[config.mk]
export PLATFORM = sky130hd
export DESIGN_NAME = station_issue_ctrl
export DESIGN_NICKNAME = d
export VERILOG_FILES = /design/src/rtl/station_issue_ctrl_pkg.sv /design/src/rtl/station_issue_ctrl_age_matrix.sv /design/src/rtl/station_issue_ctrl.sv
export SDC_FILE = /design/constraint.sdc
export NUM_CORES = 2
export LEC_CHECK = 0
export BUFFER_PORTS_ARGS = -buffer_cell sky130_fd_sc_hd__buf_2
export CAP_MARGIN = 20
export CORE_MARGIN = 1.5
export CORE_UTILIZATION = 30
export CTS_BUF_LIST = sky130_fd_sc_hd__clkbuf_8 sky130_fd_sc_hd__clkbuf_16
export DETAILED_ROUTE_END_ITERATION = 10
export SLEW_MARGIN = 20
export SYNTH_ARGS = -nofsm -noshare
export SYNTH_HDL_FRONTEND = slang
export SYNTH_SLANG_ARGS = --single-unit
export TNS_END_PERCENT = 30
[constraint.sdc]
create_clock -name clk -period 7.3 [get_ports clk]
set_input_delay 2.19 -clock clk [delete_from_list [all_inputs] [get_ports clk]]
set_output_delay 2.19 -clock clk [all_outputs]
set_load 0.02 [all_outputs]
[src/rtl/station_issue_ctrl_pkg.sv]
// station_issue_ctrl_pkg: shared widths, operation enum and entry/issue types for the reservation station
package station_issue_ctrl_pkg;
  localparam int XLEN = 32;
  localparam int RRN_W = 6;
  localparam int TAG_W = 7;
  typedef enum logic [3:0] {
    UNKNOWN, ADD, SUB, SLT, SLL, SRL, MUL, LOAD, STORE, BRANCH, JUMP
  } instr_name_e;
  typedef struct packed {
    logic valid;
    logic src1_rdy;
    logic src2_rdy;
    logic [RRN_W-1:0] src1_rrn;
    logic [RRN_W-1:0] src2_rrn;
    logic [XLEN-1:0] data_1;
    logic [XLEN-1:0] data_2;
    logic [XLEN-1:0] address;
    logic [XLEN-1:0] imm;
    logic [RRN_W-1:0] rrn;
    logic [TAG_W-1:0] tag;
    instr_name_e instr_name;
  } station_entry_t;
  typedef struct packed {
    logic [XLEN-1:0] data_1;
    logic [XLEN-1:0] data_2;
    logic [XLEN-1:0] address;
    logic [XLEN-1:0] imm;
    logic [RRN_W-1:0] rrn;
    logic [TAG_W-1:0] tag;
    instr_name_e instr_name;
  } issue_t;
  localparam station_entry_t ENTRY_RESET = '{instr_name: UNKNOWN, default: '0};
  localparam issue_t ISSUE_RESET = '{instr_name: UNKNOWN, default: '0};
endpackage

[src/rtl/station_issue_ctrl_age_matrix.sv]
// station_age_matrix: older-than matrix picking the oldest ready entry combinationally from registered state
module station_age_matrix #(
  parameter int DEPTH = 4
) (
  input  logic             clk,
  input  logic             rst_n,
  input  logic [DEPTH-1:0] alloc,
  input  logic [DEPTH-1:0] free,
  input  logic [DEPTH-1:0] cand,
  output logic [DEPTH-1:0] oldest
);
  logic [DEPTH-1:0] older_q [DEPTH];
  logic [DEPTH-1:0] older_d [DEPTH];
  always_comb begin
    for (int i = 0; i < DEPTH; i++) begin
      older_d[i] = free[i] ? '0 : older_q[i];
      older_d[i] = alloc[i] ? '0 : older_d[i] | alloc;
    end
  end
  always_comb begin
    oldest = '0;
    for (int i = 0; i < DEPTH; i++) begin
      logic hit;
      hit = 1'b0;
      for (int j = 0; j < DEPTH; j++) hit = hit | (cand[j] & older_q[j][i]);
      oldest[i] = cand[i] & ~hit;
    end
  end
  always_ff @(posedge clk or negedge rst_n) begin
    if (!rst_n) begin
      for (int i = 0; i < DEPTH; i++) older_q[i] <= '0;
    end else begin
      older_q <= older_d;
    end
  end
endmodule

[src/rtl/station_issue_ctrl.sv]
// station_issue_ctrl: reservation station with CDB wake-up, oldest-ready select and a registered issue stage
module station_issue_ctrl import station_issue_ctrl_pkg::*; #(
  parameter int XLEN = 32,
  parameter int DEPTH = 4,
  parameter int RRN_W = 6,
  parameter int TAG_W = 7
) (
  input  logic                       clk,
  input  logic                       rst_n,
  input  logic                       flush,
  input  logic                       in_valid,
  output logic                       in_ready,
  input  logic [XLEN-1:0]            in_data_1,
  input  logic [XLEN-1:0]            in_data_2,
  input  logic                       in_src1_rdy,
  input  logic                       in_src2_rdy,
  input  logic [RRN_W-1:0]           in_src1_rrn,
  input  logic [RRN_W-1:0]           in_src2_rrn,
  input  logic [XLEN-1:0]            in_address,
  input  logic [XLEN-1:0]            in_imm,
  input  logic [RRN_W-1:0]           in_rrn,
  input  logic [TAG_W-1:0]           in_tag,
  input  instr_name_e                in_instr_name,
  input  logic                       cdb_valid,
  input  logic [RRN_W-1:0]           cdb_rrn,
  input  logic [XLEN-1:0]            cdb_data,
  output logic                       issue_valid,
  input  logic                       issue_ready,
  output logic [XLEN-1:0]            issue_data_1,
  output logic [XLEN-1:0]            issue_data_2,
  output logic [XLEN-1:0]            issue_address,
  output logic [XLEN-1:0]            issue_immediate,
  output logic [RRN_W-1:0]           issue_rrn,
  output logic [TAG_W-1:0]           issue_tag,
  output instr_name_e                issue_instr_name,
  output logic [$clog2(DEPTH+1)-1:0] occupancy
);
  localparam int OCC_W = $clog2(DEPTH+1);
  station_entry_t ent_q [DEPTH];
  station_entry_t ent_d [DEPTH];
  station_entry_t new_e;
  issue_t iss_q, iss_d, sel_i;
  logic iss_valid_q, iss_valid_d;
  logic [OCC_W-1:0] occ_q, occ_d;
  logic [DEPTH-1:0] valid, free, alloc_oh, cand, grant;
  logic alloc, fire, byp1, byp2;
  always_comb begin
    for (int i = 0; i < DEPTH; i++) begin
      valid[i] = ent_q[i].valid;
      cand[i] = ent_q[i].valid & ent_q[i].src1_rdy & ent_q[i].src2_rdy;
    end
    free = ~valid;
    alloc_oh = free & (~free + 1'b1);
  end
  assign in_ready = |free;
  assign alloc = in_valid & in_ready & ~flush;
  assign fire = (~iss_valid_q | issue_ready) & (|cand) & ~flush;
  station_age_matrix #(.DEPTH(DEPTH)) u_age (
    .clk    (clk),
    .rst_n  (rst_n),
    .alloc  (alloc ? alloc_oh : '0),
    .free   (fire ? grant : '0),
    .cand   (cand),
    .oldest (grant)
  );
  assign byp1 = cdb_valid & ~in_src1_rdy & (cdb_rrn == in_src1_rrn);
  assign byp2 = cdb_valid & ~in_src2_rdy & (cdb_rrn == in_src2_rrn);
  always_comb begin
    new_e = '{
      valid: 1'b1,
      src1_rdy: in_src1_rdy | byp1,
      src2_rdy: in_src2_rdy | byp2,
      src1_rrn: in_src1_rrn,
      src2_rrn: in_src2_rrn,
      data_1: byp1 ? cdb_data : in_data_1,
      data_2: byp2 ? cdb_data : in_data_2,
      address: in_address,
      imm: in_imm,
      rrn: in_rrn,
      tag: in_tag,
      instr_name: in_instr_name
    };
    sel_i = ISSUE_RESET;
    for (int i = 0; i < DEPTH; i++)
      if (grant[i])
        sel_i = '{
          data_1: ent_q[i].data_1,
          data_2: ent_q[i].data_2,
          address: ent_q[i].address,
          imm: ent_q[i].imm,
          rrn: ent_q[i].rrn,
          tag: ent_q[i].tag,
          instr_name: ent_q[i].instr_name
        };
  end
  always_comb begin
    for (int i = 0; i < DEPTH; i++) begin
      ent_d[i] = ent_q[i];
      if (cdb_valid && ent_q[i].valid && !ent_q[i].src1_rdy && ent_q[i].src1_rrn == cdb_rrn) begin
        ent_d[i].src1_rdy = 1'b1;
        ent_d[i].data_1 = cdb_data;
      end
      if (cdb_valid && ent_q[i].valid && !ent_q[i].src2_rdy && ent_q[i].src2_rrn == cdb_rrn) begin
        ent_d[i].src2_rdy = 1'b1;
        ent_d[i].data_2 = cdb_data;
      end
      if (fire && grant[i]) ent_d[i].valid = 1'b0;
      if (alloc && alloc_oh[i]) ent_d[i] = new_e;
      if (flush) ent_d[i].valid = 1'b0;
    end
    iss_valid_d = flush ? 1'b0 : fire ? 1'b1 : issue_ready ? 1'b0 : iss_valid_q;
    iss_d = flush ? ISSUE_RESET : fire ? sel_i : iss_q;
    occ_d = flush ? '0 : occ_q + OCC_W'(alloc) - OCC_W'(fire);
  end
  always_ff @(posedge clk or negedge rst_n) begin
    if (!rst_n) begin
      for (int i = 0; i < DEPTH; i++) ent_q[i] <= ENTRY_RESET;
      iss_q <= ISSUE_RESET;
      iss_valid_q <= 1'b0;
      occ_q <= '0;
    end else begin
      ent_q <= ent_d;
      iss_q <= iss_d;
      iss_valid_q <= iss_valid_d;
      occ_q <= occ_d;
    end
  end
  assign issue_valid = iss_valid_q;
  assign issue_data_1 = iss_q.data_1;
  assign issue_data_2 = iss_q.data_2;
  assign issue_address = iss_q.address;
  assign issue_immediate = iss_q.imm;
  assign issue_rrn = iss_q.rrn;
  assign issue_tag = iss_q.tag;
  assign issue_instr_name = iss_q.instr_name;
  assign occupancy = occ_q;
endmodule
==> reports/qor.txt <==
Synthesis Warnings = 0
Total CTS buffers = 92
First-pass GRT wire length = 190 mm
FP Rows = 126
Worst setup EP type = register
CTS tree = built
Syn_area_per_cell = 9.77 um^2
CP max-delay cell = nor2_1
RSZ-0062 raised after global routing = no
Antenna violations before repair = 28
Peak supply drop = 0.192 mV
Reg power frac = 46.8%
# setup viols final = 0
Leakage = 20.1 nW
Critical-path cell list = buf_2 -> xnor2_1 -> nand4_1 -> nor2_1 -> a21o_1 -> buf_4 -> a221oi_1
Total Nets Final = 4065
Simple-gate portion of the synthesized area = 15.4%
GPL Wtd Cong = 0.771
Max incr delay on CP = 0.69 ns
Post-Layout Cell Count = 5479
Initial drt markers = 2739
Post-DR wirelength/cell = 22.8 um
Vias = 29122
Netlist cell types = 49
Clk_lat worst skew = 0.70 ns
Synthesized area = 35500 um^2
# IOs = 353
Grt ovf = 0
Psw = 0.00330 W
Leading post-synthesis cells by cell area = dfrtp_1 (57%), nand2_1 (12%), a221oi_1 (4.4%), o21a_1 (3.4%), o22a_1 (3.2%)
DRC = 0
Pre-antenna DRT Iters = 9
Tcrit/Tclk final = 57.2%
Mux contribution to synthesized area = 0%
Pint = 0.00884 W
Hold path cells = 2
Post_cts resized = 0
Adder-Cell Fraction of Synth Area = 0.127%
FF+latch count, synth = 805
CP delay by family, top = simple AND/OR/NAND/NOR gates
Worst min-delay path class = register to register
Reg clk slew, reported paths = 0.06 ns
Post-synth EDFFs = 0
Max-slew violations = 0
Number of port buffers = 352
Setup bufs post-CTS = 0
Switching part of the total = 27.2%
Total wire length = 125 mm
Core ar. = 118000 um^2
Placed cell areas = 38700 um^2
Cells after synthesis = 3636
Max FO, Critical Path = 32
Largest net degree at the start of global routing = 141
Die Ht = 347 um
Worst Path Buf+Inv = 2
Post-synthesis compound-gate area fraction = 20.8%
Synth area leader = dfrtp_1
Area delta synth->final = 18.3%
Dpl hpwl = 70.2 mm
Setup WS post-layout = 3.13 ns
Layout Skew = 0.0302 ns
FMAX = 0.240 GHz
Worst-Margin Slew = 1.17 ns
Syn_nets = 3842
Combinational share of power = 12.8%
Final min period = 4.17 ns
Share of cells above drive strength 1 = 15.6%
Status = complete, no violations
Primary FF master, synth = dfrtp_1
Detail-routed via count per cell = 5.32
Worst slew margin = 21.7%
Placed cell count = 5301
DIE AREA = 120000 um^2
Post-route ant nets = 0
Setup TNS = 0 ns
Fraction of registers with async set/reset = 100%
Setup CP Type = primary input to register
Die W = 347 um
CTS max path bufs = 3
Pwr Density = 289 nW/um^2
Cts hold-fix bufs = 0
Critical Path Stages = 7
Synth Area in XOR/XNOR = 1.53%
Clk pwr share = 40.4%
Maxcap violations = 0
Post-synthesis sequential area ratio = 56.7%
Largest family of logic cells by synthesized area = compound AO/OA/AOI/OAI gates
Synth cell count leaders = nand2_1 (1129), dfrtp_1 (805), nor2_1 (191)
Total Routing Usage GR = 20.5%
Area share of the largest cell type after synthesis = 56.7%
Starting density of the core = 30.2%
Required time of the critical path = 7.81 ns
Final non-filler cell area = 42000 um^2
Root buf cell = clkbuf_16
Fin. Hold Viols = 0
CP Data Arrival Time = 4.69 ns
Place WS = 2.45 ns
R2R depth = 6
Vias in the first global route = 29475
Startpoint types = primary input
Clock sink total = 805
H-tree levels = 3
Most frequent cell after synthesis = nand2_1
==> cell type report <==
class	count	area [um^2]
Antenna cell	8	20.0
Clock buffer	115	2620
Multi-Input combinational cell	2377	13700
Clock inverter	55	627
Tap cell	1536	1920
Fill cell	11825	75800
Timing Repair Buffer	418	2370
Inverter	165	619
Sequential cell	805	20100
==> through the flow <==
step / utilization, % / hold WS, ns / power [W]
detailed placement: 32.9 / 0.462 / 0.00730
CTS: 35.7 / 0.477 / 0.0123
global route: 35.7 / 0.488 / 0.0127
global placement: 32.9 / 0.457 / 0.00724
floorplan: - / 0.446 / 0.00674
finish: 35.7 / 0.474 / 0.0121
==> final timing paths <==
kind / startpoint / to / slack, ns
max in group asynchronous: rst_n / issue_data_1[22] / 4.31
setup reg to reg: ent_q[479] / issue_data_1[23] / 3.29
hold reg to reg: ent_q[237] / ent_q[237] / 0.47
hold / removal: ent_q[237] / ent_q[237] / 0.47
min in group asynchronous: rst_n / ent_q[24] / 1.54
setup / recovery: cdb_rrn[2] / ent_q[123] / 3.13
==> layout by cell type, fill, tap and decap left out, types with 18 or more instances in the layout <==
| master | instances |
|---|---|
| buf_2 | 351 |
| o21ai_0 | 27 |
| clkbuf_8 | 23 |
| xnor2_1 | 61 |
| o32a_1 | 32 |
| o31ai_1 | 145 |
| clkbuf_16 | 92 |
| clkinv_2 | 18 |
| a22oi_1 | 145 |
| inv_1 | 180 |
| nor2_1 | 186 |
| o21a_1 | 160 |
| a222oi_1 | 64 |
| a221oi_1 | 177 |
| nand2_1 | 1129 |
| o22a_1 | 128 |
| dfrtp_1 | 805 |
| buf_4 | 57 |
==> routing by layer <==
layer	routed length (um)	global-route usage, %
met5	243	0
met4	3350	6.02
met3	10600	5.34
met2	59500	34.0
met1	51300	26.3
==> kinds of logic (layout without fill, tap and decap cells) <==
kind of cell	after synthesis	after routing
compound gates	915	915
fa+ha+maj	3	3
simple gates	1397	1397
other cells	0	8
xor+xnor	62	62
flops	805	805
buf+inv	454	753
==> power groups by stage <==
stage               registers [W]  clock network, W  logic [W]
floorplan                 0.00564                 0    0.00110
global route              0.00577           0.00520    0.00176
global placement          0.00572                 0    0.00152
finish                    0.00567           0.00491    0.00155
detailed placement        0.00575                 0    0.00156
CTS                       0.00567           0.00502    0.00157
==> registers in the layout (all words and copies together), names as in the netlist <==
name and count:
ent_q 640, issue_address 32, issue_data_1 32, issue_data_2 32, issue_immediate 32, issue_instr_name 4
issue_rrn 6, issue_tag 7, issue_valid 1, occupancy 3, u_age.older_q 16
==> tightest hold or removal path, delay by kind of cell (launching register included) <==
family / cells / cell delay [ns]
flops: 1 / 0.34
simple gates: 2 / 0.10
(Power assumes the default switching activity.)
